[src/rtl/sipo_deserializer_if.sv]
// Bit-stream and word-output signals for sipo_deserializer.
// The slave modport is the deserializer; the master modport is the producer/consumer.
interface sipo_deserializer_if #(
    parameter int unsigned WIDTH = 8
) ();
    logic             din;
    logic             din_valid;
    logic             flush;
    logic [WIDTH-1:0] out_data;
    logic             out_valid;
    logic             out_ready;
    logic             parity_err;
    logic             overrun;

    modport master (
        output din, din_valid, flush, out_ready,
        input  out_data, out_valid, parity_err, overrun
    );

    modport slave (
        input  din, din_valid, flush, out_ready,
        output out_data, out_valid, parity_err, overrun
    );
endinterface

[src/rtl/sipo_deserializer.sv]
// Serial-in, parallel-out deserializer with a single-word valid/ready output slot.
// Define SIPO_PARITY_EN to expect one even-parity bit after each word.
module sipo_deserializer #(
    parameter int unsigned WIDTH     = 8,
    parameter bit          MSB_FIRST = 1'b1
) (
    input  logic              clk,
    input  logic              reset,
    sipo_deserializer_if.slave bus
);
    localparam int unsigned     CntW    = $clog2(WIDTH);
    localparam logic [CntW-1:0] LastCnt = CntW'(WIDTH - 1);

`ifdef SIPO_PARITY_EN
    typedef enum logic [0:0] {StCollect, StParity} state_e;
`else
    typedef enum logic [0:0] {StCollect} state_e;
`endif

    state_e           state_q, state_d;
    logic [CntW-1:0]  cnt_q, cnt_d;
    logic [WIDTH-1:0] shift_q, shift_d, shift_in;
    logic [WIDTH-1:0] out_data_q, out_data_d;
    logic             out_valid_q, out_valid_d;
    logic             parity_err_q, parity_err_d;
    logic             overrun_q, overrun_d;
    logic             word_done;
    logic             word_perr;
    logic [WIDTH-1:0] word;

    always_ff @(posedge clk) begin
        if (!reset) begin
            state_q      <= StCollect;
            cnt_q        <= '0;
            shift_q      <= '0;
            out_data_q   <= '0;
            out_valid_q  <= 1'b0;
            parity_err_q <= 1'b0;
            overrun_q    <= 1'b0;
        end else begin
            state_q      <= state_d;
            cnt_q        <= cnt_d;
            shift_q      <= shift_d;
            out_data_q   <= out_data_d;
            out_valid_q  <= out_valid_d;
            parity_err_q <= parity_err_d;
            overrun_q    <= overrun_d;
        end
    end

    always_comb begin
        if (MSB_FIRST) begin
            shift_in = {shift_q[WIDTH-2:0], bus.din};
        end else begin
            shift_in = {bus.din, shift_q[WIDTH-1:1]};
        end
    end

    // Collection FSM; flush wins over a same-edge strobe so that bit is dropped.
    always_comb begin
        state_d   = state_q;
        cnt_d     = cnt_q;
        shift_d   = shift_q;
        word_done = 1'b0;
        word_perr = 1'b0;
        word      = shift_in;
        if (bus.flush) begin
            state_d = StCollect;
            cnt_d   = '0;
            shift_d = '0;
        end else if (bus.din_valid) begin
            case (state_q)
                StCollect: begin
                    shift_d = shift_in;
                    if (cnt_q == LastCnt) begin
                        cnt_d = '0;
`ifdef SIPO_PARITY_EN
                        state_d = StParity;
`else
                        word_done = 1'b1;
`endif
                    end else begin
                        cnt_d = cnt_q + CntW'(1);
                    end
                end
`ifdef SIPO_PARITY_EN
                StParity: begin
                    word      = shift_q;
                    word_perr = ^{shift_q, bus.din};
                    word_done = 1'b1;
                    shift_d   = '0;
                    state_d   = StCollect;
                end
`endif
                default: state_d = StCollect;
            endcase
        end
    end

    // Output slot: a finished word loads if the slot is empty or draining this edge.
    always_comb begin
        out_data_d   = out_data_q;
        out_valid_d  = out_valid_q;
        parity_err_d = parity_err_q;
        overrun_d    = overrun_q;
        if (out_valid_q && bus.out_ready) begin
            out_valid_d = 1'b0;
        end
        if (word_done) begin
            if (!out_valid_q || bus.out_ready) begin
                out_data_d   = word;
                out_valid_d  = 1'b1;
                parity_err_d = word_perr;
            end else begin
                overrun_d = 1'b1;
            end
        end
    end

    assign bus.out_data   = out_data_q;
    assign bus.out_valid  = out_valid_q;
    assign bus.parity_err = parity_err_q;
    assign bus.overrun    = overrun_q;
endmodule

[src/flat_wrapper.sv]
// flat-port wrapper written by rule: the top's interface ports become plain ports
module sipo_deserializer_flat 
#(
    parameter int unsigned WIDTH     = 8,
    parameter bit          MSB_FIRST = 1'b1
)
  (clk, reset, bus_din, bus_din_valid, bus_flush, bus_out_ready, bus_out_data, bus_out_valid, bus_parity_err, bus_overrun);
  sipo_deserializer_if #(.WIDTH(WIDTH)) bus_i ();
  input  logic clk;
  input  logic reset;
  input wire logic [$bits(bus_i.din)-1:0] bus_din;
  input wire logic [$bits(bus_i.din_valid)-1:0] bus_din_valid;
  input wire logic [$bits(bus_i.flush)-1:0] bus_flush;
  input wire logic [$bits(bus_i.out_ready)-1:0] bus_out_ready;
  output wire logic [$bits(bus_i.out_data)-1:0] bus_out_data;
  output wire logic [$bits(bus_i.out_valid)-1:0] bus_out_valid;
  output wire logic [$bits(bus_i.parity_err)-1:0] bus_parity_err;
  output wire logic [$bits(bus_i.overrun)-1:0] bus_overrun;
  assign bus_i.din = bus_din;
  assign bus_i.din_valid = bus_din_valid;
  assign bus_i.flush = bus_flush;
  assign bus_i.out_ready = bus_out_ready;
  assign bus_out_data = bus_i.out_data;
  assign bus_out_valid = bus_i.out_valid;
  assign bus_parity_err = bus_i.parity_err;
  assign bus_overrun = bus_i.overrun;
  sipo_deserializer #(.WIDTH(WIDTH), .MSB_FIRST(MSB_FIRST)) u_core (.clk(clk), .reset(reset), .bus(bus_i));
endmodule
[config.mk]
export PLATFORM = sky130hd
export DESIGN_NAME = sipo_deserializer_flat
export DESIGN_NICKNAME = d
export VERILOG_FILES = /design/src/rtl/sipo_deserializer_if.sv /design/src/rtl/sipo_deserializer.sv /design/src/flat_wrapper.sv
export SDC_FILE = /design/constraint.sdc
export NUM_CORES = 1
export LEC_CHECK = 0
export CELL_PAD_IN_SITES_DETAIL_PLACEMENT = 0
export CELL_PAD_IN_SITES_GLOBAL_PLACEMENT = 1
export CORE_AREA = 2 2 51 53
export DETAILED_ROUTE_END_ITERATION = 8
export DIE_AREA = 0 0 53 55
export GPL_ROUTABILITY_DRIVEN = 1
export PLACE_DENSITY = 0.78
export SETUP_SLACK_MARGIN = 0.3
export SYNTH_ARGS = -nofsm -noshare
export SYNTH_HDL_FRONTEND = slang
export SYNTH_SLANG_ARGS = --single-unit
export TNS_END_PERCENT = 20
[constraint.sdc]
create_clock -name clk -period 1.6 [get_ports clk]
set_input_delay 0.32 -clock clk [delete_from_list [all_inputs] [get_ports clk]]
set_output_delay 0.32 -clock clk [all_outputs]
set_load 0.01 [all_outputs]
Word level (Yosys, flattened, before mapping). Index checks and enable logic that the tools add are counted.

Flip-flop bits (word level): 20. Input bits: 6. Word-level logic and storage cells: 22.

Add/sub/neg operators: 1. Equal/unequal tests: 1. Muxes and demuxes: 7. Bitwise logic cells: 2. Reductions and logical operators: 6.

Operator list (number): $mux W1 (6); $reduce_and A2 Y1 (2); $add A3 B1 Y3 const B (1); $eq A3 B3 Y1 const B (1); $mux W3 (1); $not A1 Y1 (2); $reduce_or A2 Y1 (1); $logic_and A1 B1 Y1 (1); $logic_not A1 Y1 (1); $logic_or A1 B1 Y1 (1).

Longest topological paths before layout. Gate-level depths: netlist (run 1).

Word-level depth: 5. Mapped depth: 6. Depth with buffers taken out: 5.

Least setup slack after synthesis (run 1). No wires, ideal clock.

Path kind: flip-flop to flip-flop. Start point: reg u_core.cnt_q[0]. End point: reg u_core.out_data_q[0] (netlist: u_core.bus.out_data[0]). Setup time: 0.072 ns. Arrival time: 1.180 ns. Required time: 1.528 ns. Slack: 0.348 ns. Stages on the path, launching flop included: 7. Period minus slack after synthesis: 1.252 ns. Cells stage by stage: dfxtp_1 > ha_1 > ha_1 > nand3b_4 > nor2b_4 > buf_6 > mux2i_1.

Cells in the longest elaborated chain, start to end: 5.

Ends and longest elaborated chain: start, declared (RTL line sipo_deserializer.sv:21) `logic [CntW-1:0] cnt_q, cnt_d;`; start signal, assigned (RTL line sipo_deserializer.sv:42) `cnt_q <= cnt_d;`; $eq A3 B3 Y1 (RTL line sipo_deserializer.sv:75) `if (cnt_q == LastCnt) begin`; $mux W1 (RTL line sipo_deserializer.sv:75); $mux W1 (RTL line sipo_deserializer.sv:71) `end else if (bus.din_valid) begin`; $mux W1 (RTL line sipo_deserializer.sv:67) `if (bus.flush) begin`; $reduce_and A2 Y1 (no line); end signal, assigned (RTL line sipo_deserializer.sv:44) `out_data_q <= out_data_d;`; end, declared (RTL line sipo_deserializer.sv:23) `logic [WIDTH-1:0] out_data_q, out_data_d;`.

No other way between the ends. A chain may end at the register's enable or synchronous reset.

Final worst setup path (run 1).
Start point: reg u_core.out_data_q[7] (netlist: u_core.bus.out_data[7]). End point: out bus_out_data[7].

RTL lines: end, declared (RTL line flat_wrapper.sv:15) `output wire logic [$bits(bus_i.out_data)-1:0] bus_out_data;`.

No word-level cell between the ends.

==> summary.md, run 1 <==
| Metric | Value |
|---|---|
| Status | finished, final reports clean |
| Minimum clock period | between 1 and 1.5 ns |
| Final nets | 110 |
| Layout cells sized above 1 | between 10% and 20% |
| Filler instances | approximately 240 |
| H-tree depth | 1 |
| DRT iter0 DRCs | 1 |
| Critical path required time | 1.28 ns |
| Synth Flop Type | dfxtp_1 |
| Worst stage delay on the critical path | 0.53 ns |
| Post-synth top area share | between 40% and 50% |
| Port bufs | 15 |
| Worst path top cell family by delay | buffers and inverters |
| Routed via count | 575 |
| Synthesized instance count | slightly above 80 |
| Hpwl dp | ~960 um |
| First-pass detailed-route iteration total | 2 |
| CTS tree | done |
| Vias per inst | about 4.4 |
| Synth-to-Final Area Change | 30.5% |
| Post-route cell area | between 0.001 and 0.0015 mm^2 |
| Ys async rst share | 0% |
| Hold-fix buffer count after cts | 0 |
| Maximum clock frequency | around 670 MHz |
| Post-synth EDFFs | 0 |
| Synth top area cells | dfxtp_1 48%, mux2i_1 21%, nand2_1 7.2%, nor2_1 5.0%, ha_1 3.0% |
| Max-cap violations | 0 |
| Leak | ~0.45 nW |
| Syn Nets | 90 |
| Clock skew | 0.00152 ns |
| Clock Latency Late Sink | between 0.2 and 0.3 ns |
| Chip Height | roughly 55 um |
| Number of diodes | 0 |
| Maximum vdd ir drop | a little under 0.0005 V |
| Post-synthesis register bit count | 20 |
| CTS max path bufs | 2 |
| Die area | ~0.0029 mm^2 |
| Startpoint Class | flip-flop |
| Root Buffer | clkbuf_4 |
| Most instantiated cells after synthesis | 20 x dfxtp_1, 17 x mux2i_1, 16 x nand2_1, 11 x nor2_1, 3 x buf_2 |
| Die X | between 50 and 60 um |
| Placed inst area | about 1000 um^2 |
| Worst Path Max Fanout | 2 |
| Routed WL per cell | between 10 and 15 um |
| DR DRC count | 0 |
| GRT Residual Overflow | 0 |
| First-pass GRT wire length | roughly 2.3 mm |
| GRT Util Overall | between 10% and 20% |
| Post-synthesis sequential area ratio | 48.3% |
| Final setup viols | 0 |
| Netlist cell types | 17 |
| Num CTS Buffers | 3 |
| Antenna violations before repair | 0 |
| Initial core utilization | between 30% and 40% |
| Rows | 18 |
| Final Hold Vio Count | 0 |
| Detail Route Antenna Nets | 0 |
| WL final | between 1 and 1.5 mm |
| Number of global-route vias before repair | around 560 |
| Crit path buf inv count | 1 |
| Total power | ~790 uW |
| CP max stage cell | clkdlybuf4s50_1 |
| P per Cell Area | a little over 700 mW/mm^2 |
| Slew Viols, Final | 0 |
| Count leader, synth | dfxtp_1 |
| Synthesized area | 830 um^2 |
| Hold Path Class | flip-flop to flip-flop |
| Worst-path cell chain | clkdlybuf4s50_1 |
| Yosys top cell by area | dfxtp_1 |
| CP arrival | approximately 1.2 ns |
| Fin Setup TNS | 0 ns |
| Clk slew on worst S/H paths | 0.11 ns |
| Worst Setup Path Type | flip-flop to primary output |
| I/O pin count | 17 |
| Area of the core | 0.00236 mm^2 |
| Placer Congestion | around 0.65 |
| Final Cycle Share | between 90% and 100% |
| Ys Warns | 0 |
| Syn_area_per_cell | slightly above 10 um^2 |
| Pin count of the biggest net entering global routing | 12 |
| Unrepaired setup endpoints after global routing | true |
| Sinks on the clock net | 20 |
| CP Capture Type | primary output |
-- registers in the layout, summed over array words and instances, names as in the netlist --
signal / flops
u_core.shift_q: 7
u_core.cnt_q: 3
u_core.bus.out_data: 8
u_core.bus.out_valid: 1
u_core.bus.overrun: 1
-- per-stage QoR --
stage / hold slack (ns) / instances / utilization, % / setup WS [ns]
3_5_place_dp: 0.448 / 124 / 42.2 / 0.0233
3_3_place_gp: 0.448 / 124 / 42.2 / 0.0364
6_report: 0.464 / 130 / 45.8 / 0.113
4_1_cts: 0.471 / 127 / 43.0 / 0.0862
2_1_floorplan: 0.437 / 82 / - / 0.348
5_1_grt: 0.487 / 130 / 45.8 / 0.0528
-- worst paths after layout --
check	start	to	slack [ns]	depth (start not counted)
max	u_core.bus.out_data[7]	bus_out_data[7]	0.11	1
min	u_core.bus.out_data[5]	u_core.bus.out_data[5]	0.46	2
max reg2reg	u_core.cnt_q[0]	u_core.bus.out_data[2]	0.33	6
min reg2reg	u_core.bus.out_data[5]	u_core.bus.out_data[5]	0.46	2
-- timing repair --
item	4_1_cts	5_1_grt
setup buffers	0	3
endpoints found under the setup margin	18	16
resized for setup	3	7
gates cloned	0	0
hold endpoints to repair	0	0
-- kinds of logic after synthesis --
family,count (synthesis),synth area share [%]
AO/OA/AOI/OAI,3,2.41
adder cells (fa/ha/maj),2,3.02
buffers and inverters,6,4.98
flip-flops,20,48.3
multiplexers,17,20.5
other,1,0.452
AND/OR/NAND/NOR,33,20.4
-- area by class of cell --
type	instances	area (um^2)	area share [%]
Clock buffer	3	22.5	2.08
Multi-Input combinational cell	56	413	38.2
Sequential cell	20	403	37.2
Tap cell	30	37.5	3.47
Timing Repair Buffer	21	206	19.1
-- placed cells by master (no fill, tap or decap), drive strengths merged --
cell and count:
conb 1, dlymetal6s2s 1, ha 2, nand2b 3, a21boi 1, clkbuf 3, buf 6, mux2i 17
nand2 16, dfxtp 20, a21oi 1, nor2b 1, dlygate4sd2 3, nor2 11, clkdlybuf4s50 11, nand3b 2
o21a 1
-- layer usage --
metal,vias up,track usage [%],routed length [um]
met2,11,16.9,668
met4,0,6.41,0
li1,304,-,-
met5,-,0,0
met1,260,14.3,672
met3,0,2.42,61
-- power breakdown --
part           switching [mW]  leakage, nW  internal [mW]
registers             0.00257        0.162          0.501
clock network           0.143       0.0138         0.0875
logic                  0.0251        0.272         0.0290
Power figures use the tool's default switching activity.
==> run 2, diff against run 1 <==
--- a/config.mk
+++ b/config.mk
@@ -12,6 +12,7 @@
 export DIE_AREA = 0 0 53 55
 export GPL_ROUTABILITY_DRIVEN = 1
 export PLACE_DENSITY = 0.78
+export RECOVER_POWER = 50
 export SETUP_SLACK_MARGIN = 0.3
 export SYNTH_ARGS = -nofsm -noshare
 export SYNTH_HDL_FRONTEND = slang
==> run 2 against run 1 <==
Worst hold slack about the same. Die area unchanged. Sequential share of layout area up 0.99 points. Wire length about the same. Fmax about the same. Worst setup slack worse by 0.00064 ns. First-iteration DRC count unchanged. Clock skew about the same. Via count down 0.35%. Critical path type unchanged. Critical path depth unchanged. Clock power about the same.
==> summary.md, run 2 (synthesis gave the netlist of run 1 again) <==
| Metric | Value |
|---|---|
| Critical path required time | 1.28 ns (about the same) |
| Chip Height | 55 um (unchanged) |
| Final Cycle Share | 93.0% (was 92.9%) |
| First-pass detailed-route iteration total | 2 (unchanged) |
| Area of the core | 0.00236 mm^2 (unchanged) |
| Total power | 786 uW (was 787 uW) |
| Startpoint Class | flip-flop (unchanged) |
| H-tree depth | 1 (unchanged) |
| Final setup viols | 0 (unchanged) |
| Die area | 0.00292 mm^2 (unchanged) |
| Worst path top cell family by delay | buffers and inverters (unchanged) |
| Clock Latency Late Sink | 0.29 ns (about the same) |
| P per Cell Area | 748 mW/mm^2 (was 728 mW/mm^2) |
| Number of global-route vias before repair | 556 (unchanged) |
| Detail Route Antenna Nets | 0 (unchanged) |
| Post-route cell area | 0.00105 mm^2 (was 0.00108 mm^2) |
| Final nets | 110 (unchanged) |
| DR DRC count | 0 (unchanged) |
| Routed WL per cell | 10.8 um (about the same) |
| Number of diodes | 0 (unchanged) |
| Initial core utilization | 35.1% (unchanged) |
| Crit path buf inv count | 1 (unchanged) |
| Most frequent cells in the layout | 19 x dfxtp_1, 17 x mux2i_1, 16 x nand2_1 (was 18 x dfxtp_1, 17 x mux2i_1, 16 x nand2_1) |
| Layout cells sized above 1 | 14.0% (was 16.0%) |
| Hold WS | 0.464 ns (about the same) |
| Minimum clock period | 1.49 ns (about the same) |
| Pin count of the biggest net entering global routing | 12 (unchanged) |
| I/O pin count | 17 (unchanged) |
| WL final | 1.40 mm (about the same) |
| Root Buffer | clkbuf_4 (unchanged) |
| Worst Path Max Fanout | 2 (unchanged) |
| Maximum clock frequency | 672 MHz (about the same) |
| Clock skew | 0.00188 ns (was 0.00152 ns) |
| Rows | 18 (unchanged) |
| Unrepaired setup endpoints after global routing | true (unchanged) |
| GRT Util Overall | 11.0% (unchanged) |
| Routed via count | 573 (was 575) |
| Slew Viols, Final | 0 (unchanged) |
| Worst Setup Path Type | flip-flop to primary output (unchanged) |
| Hold Path Class | flip-flop to flip-flop (unchanged) |
| Worst stage delay on the critical path | 0.53 ns (about the same) |
| CP max stage cell | clkdlybuf4s50_1 (unchanged) |
| First-pass GRT wire length | 2.30 mm (unchanged) |
| Largest register FFs | 8 (unchanged) |
| CTS max path bufs | 2 (unchanged) |
| Clk slew on worst S/H paths | 0.11 ns (about the same) |
| Leak | 0.427 nW (was 0.448 nW) |
| Pre-CTS setup slack | 0.0233 ns (unchanged) |
| Final Hold Vio Count | 0 (unchanged) |
| Placer Congestion | 0.650 (unchanged) |
| CTS tree | done (unchanged) |
| Port bufs | 15 (unchanged) |
| Maximum vdd ir drop | 0.000491 V (was 0.000493 V) |
| Fin Setup TNS | 0 ns (unchanged) |
| Antenna violations before repair | 0 (unchanged) |
| Worst R2R Setup Slack | 0.13 ns (was 0.33 ns) |
| Final WS setup | 0.112 ns (was 0.113 ns) |
| Synth-to-Final Area Change | 26.7% (was 30.5%) |
| Sinks on the clock net | 20 (unchanged) |
| Worst-path cell chain | clkdlybuf4s50_1 (unchanged) |
| Vias per inst | 4.41 (was 4.42) |
| Hpwl dp | 958 um (unchanged) |
| CP Capture Type | primary output (unchanged) |
| Max-cap violations | 0 (unchanged) |
| Commonest non-fill, non-tap cell in the layout | dfxtp_1 (unchanged) |
| CP arrival | 1.17 ns (about the same) |
| DRT iter0 DRCs | 1 (unchanged) |
| Num CTS Buffers | 3 (unchanged) |
| Status | finished, final reports clean (unchanged) |
| Placed inst area | 998 um^2 (unchanged) |
| GRT Residual Overflow | 0 (unchanged) |
| Die X | 53 um (unchanged) |
-- run 2: cell count changes in the layout (fill, tap and decap cells not counted), sizes merged --
cell	change
buf	-1
clkbuf	+1
clkdlybuf4s25	+1
clkdlybuf4s50	-1
dlygate4sd3	+1
dlymetal6s2s	-1
-- run 2: where the power goes --
group / internal [mW] / switching [mW] / total (mW)
registers: 0.500 / 0.00187 / 0.502
logic: 0.0279 / 0.0251 / 0.0530
clock network: 0.0875 / 0.143 / 0.231
total: 0.616 / 0.170 / 0.786
-- run 2: area by class of cell --
| class | instances | area (um^2) |
|---|---|---|
| multi-input combinational | 56 | 400 |
| clock buffer | 3 | 22.5 |
| fill | 246 | 1310 |
| tap | 30 | 37.5 |
| sequential | 20 | 402 |
| timing repair buffer | 21 | 189 |
-- run 2: worst paths after layout --
kind	from	end	cells past startpoint
max	u_core.bus.out_data[7]	bus_out_data[7]	1
min	u_core.bus.out_data[5]	u_core.bus.out_data[5]	2
max reg2reg	u_core.cnt_q[0]	u_core.bus.out_data[2]	6
min reg2reg	u_core.bus.out_data[5]	u_core.bus.out_data[5]	2
-- run 2: routing by layer --
layer	vias up	wire length [um]	track usage, %
met3	0	63	2.42
met4	0	0	6.41
li1	303	-	-
met1	259	672	14.3
met2	11	666	16.9
met5	-	0	0
-- run 2: repair_timing --
item                                    4_1_cts  5_1_grt
hold buffers                                  0        0
gates resized for setup                       3        7
buffers inserted                              0        3
endpoints found under the setup margin       18       16
-- run 2: worst register-to-register path, cell delays in order, from the launching register on --
cell and delay (ns):
dfxtp_1 0.37, ha_1 0.19, ha_4 0.16, nand3b_4 0.09, nor2b_4 0.11, clkbuf_2 0.27
mux2i_1 0.22
-- run 2: per-stage QoR --
step,instances,util [%]
floorplan,82,-
global placement,124,42.2
detailed placement,124,42.2
CTS,127,43.0
global route,130,44.4
finish,130,44.4
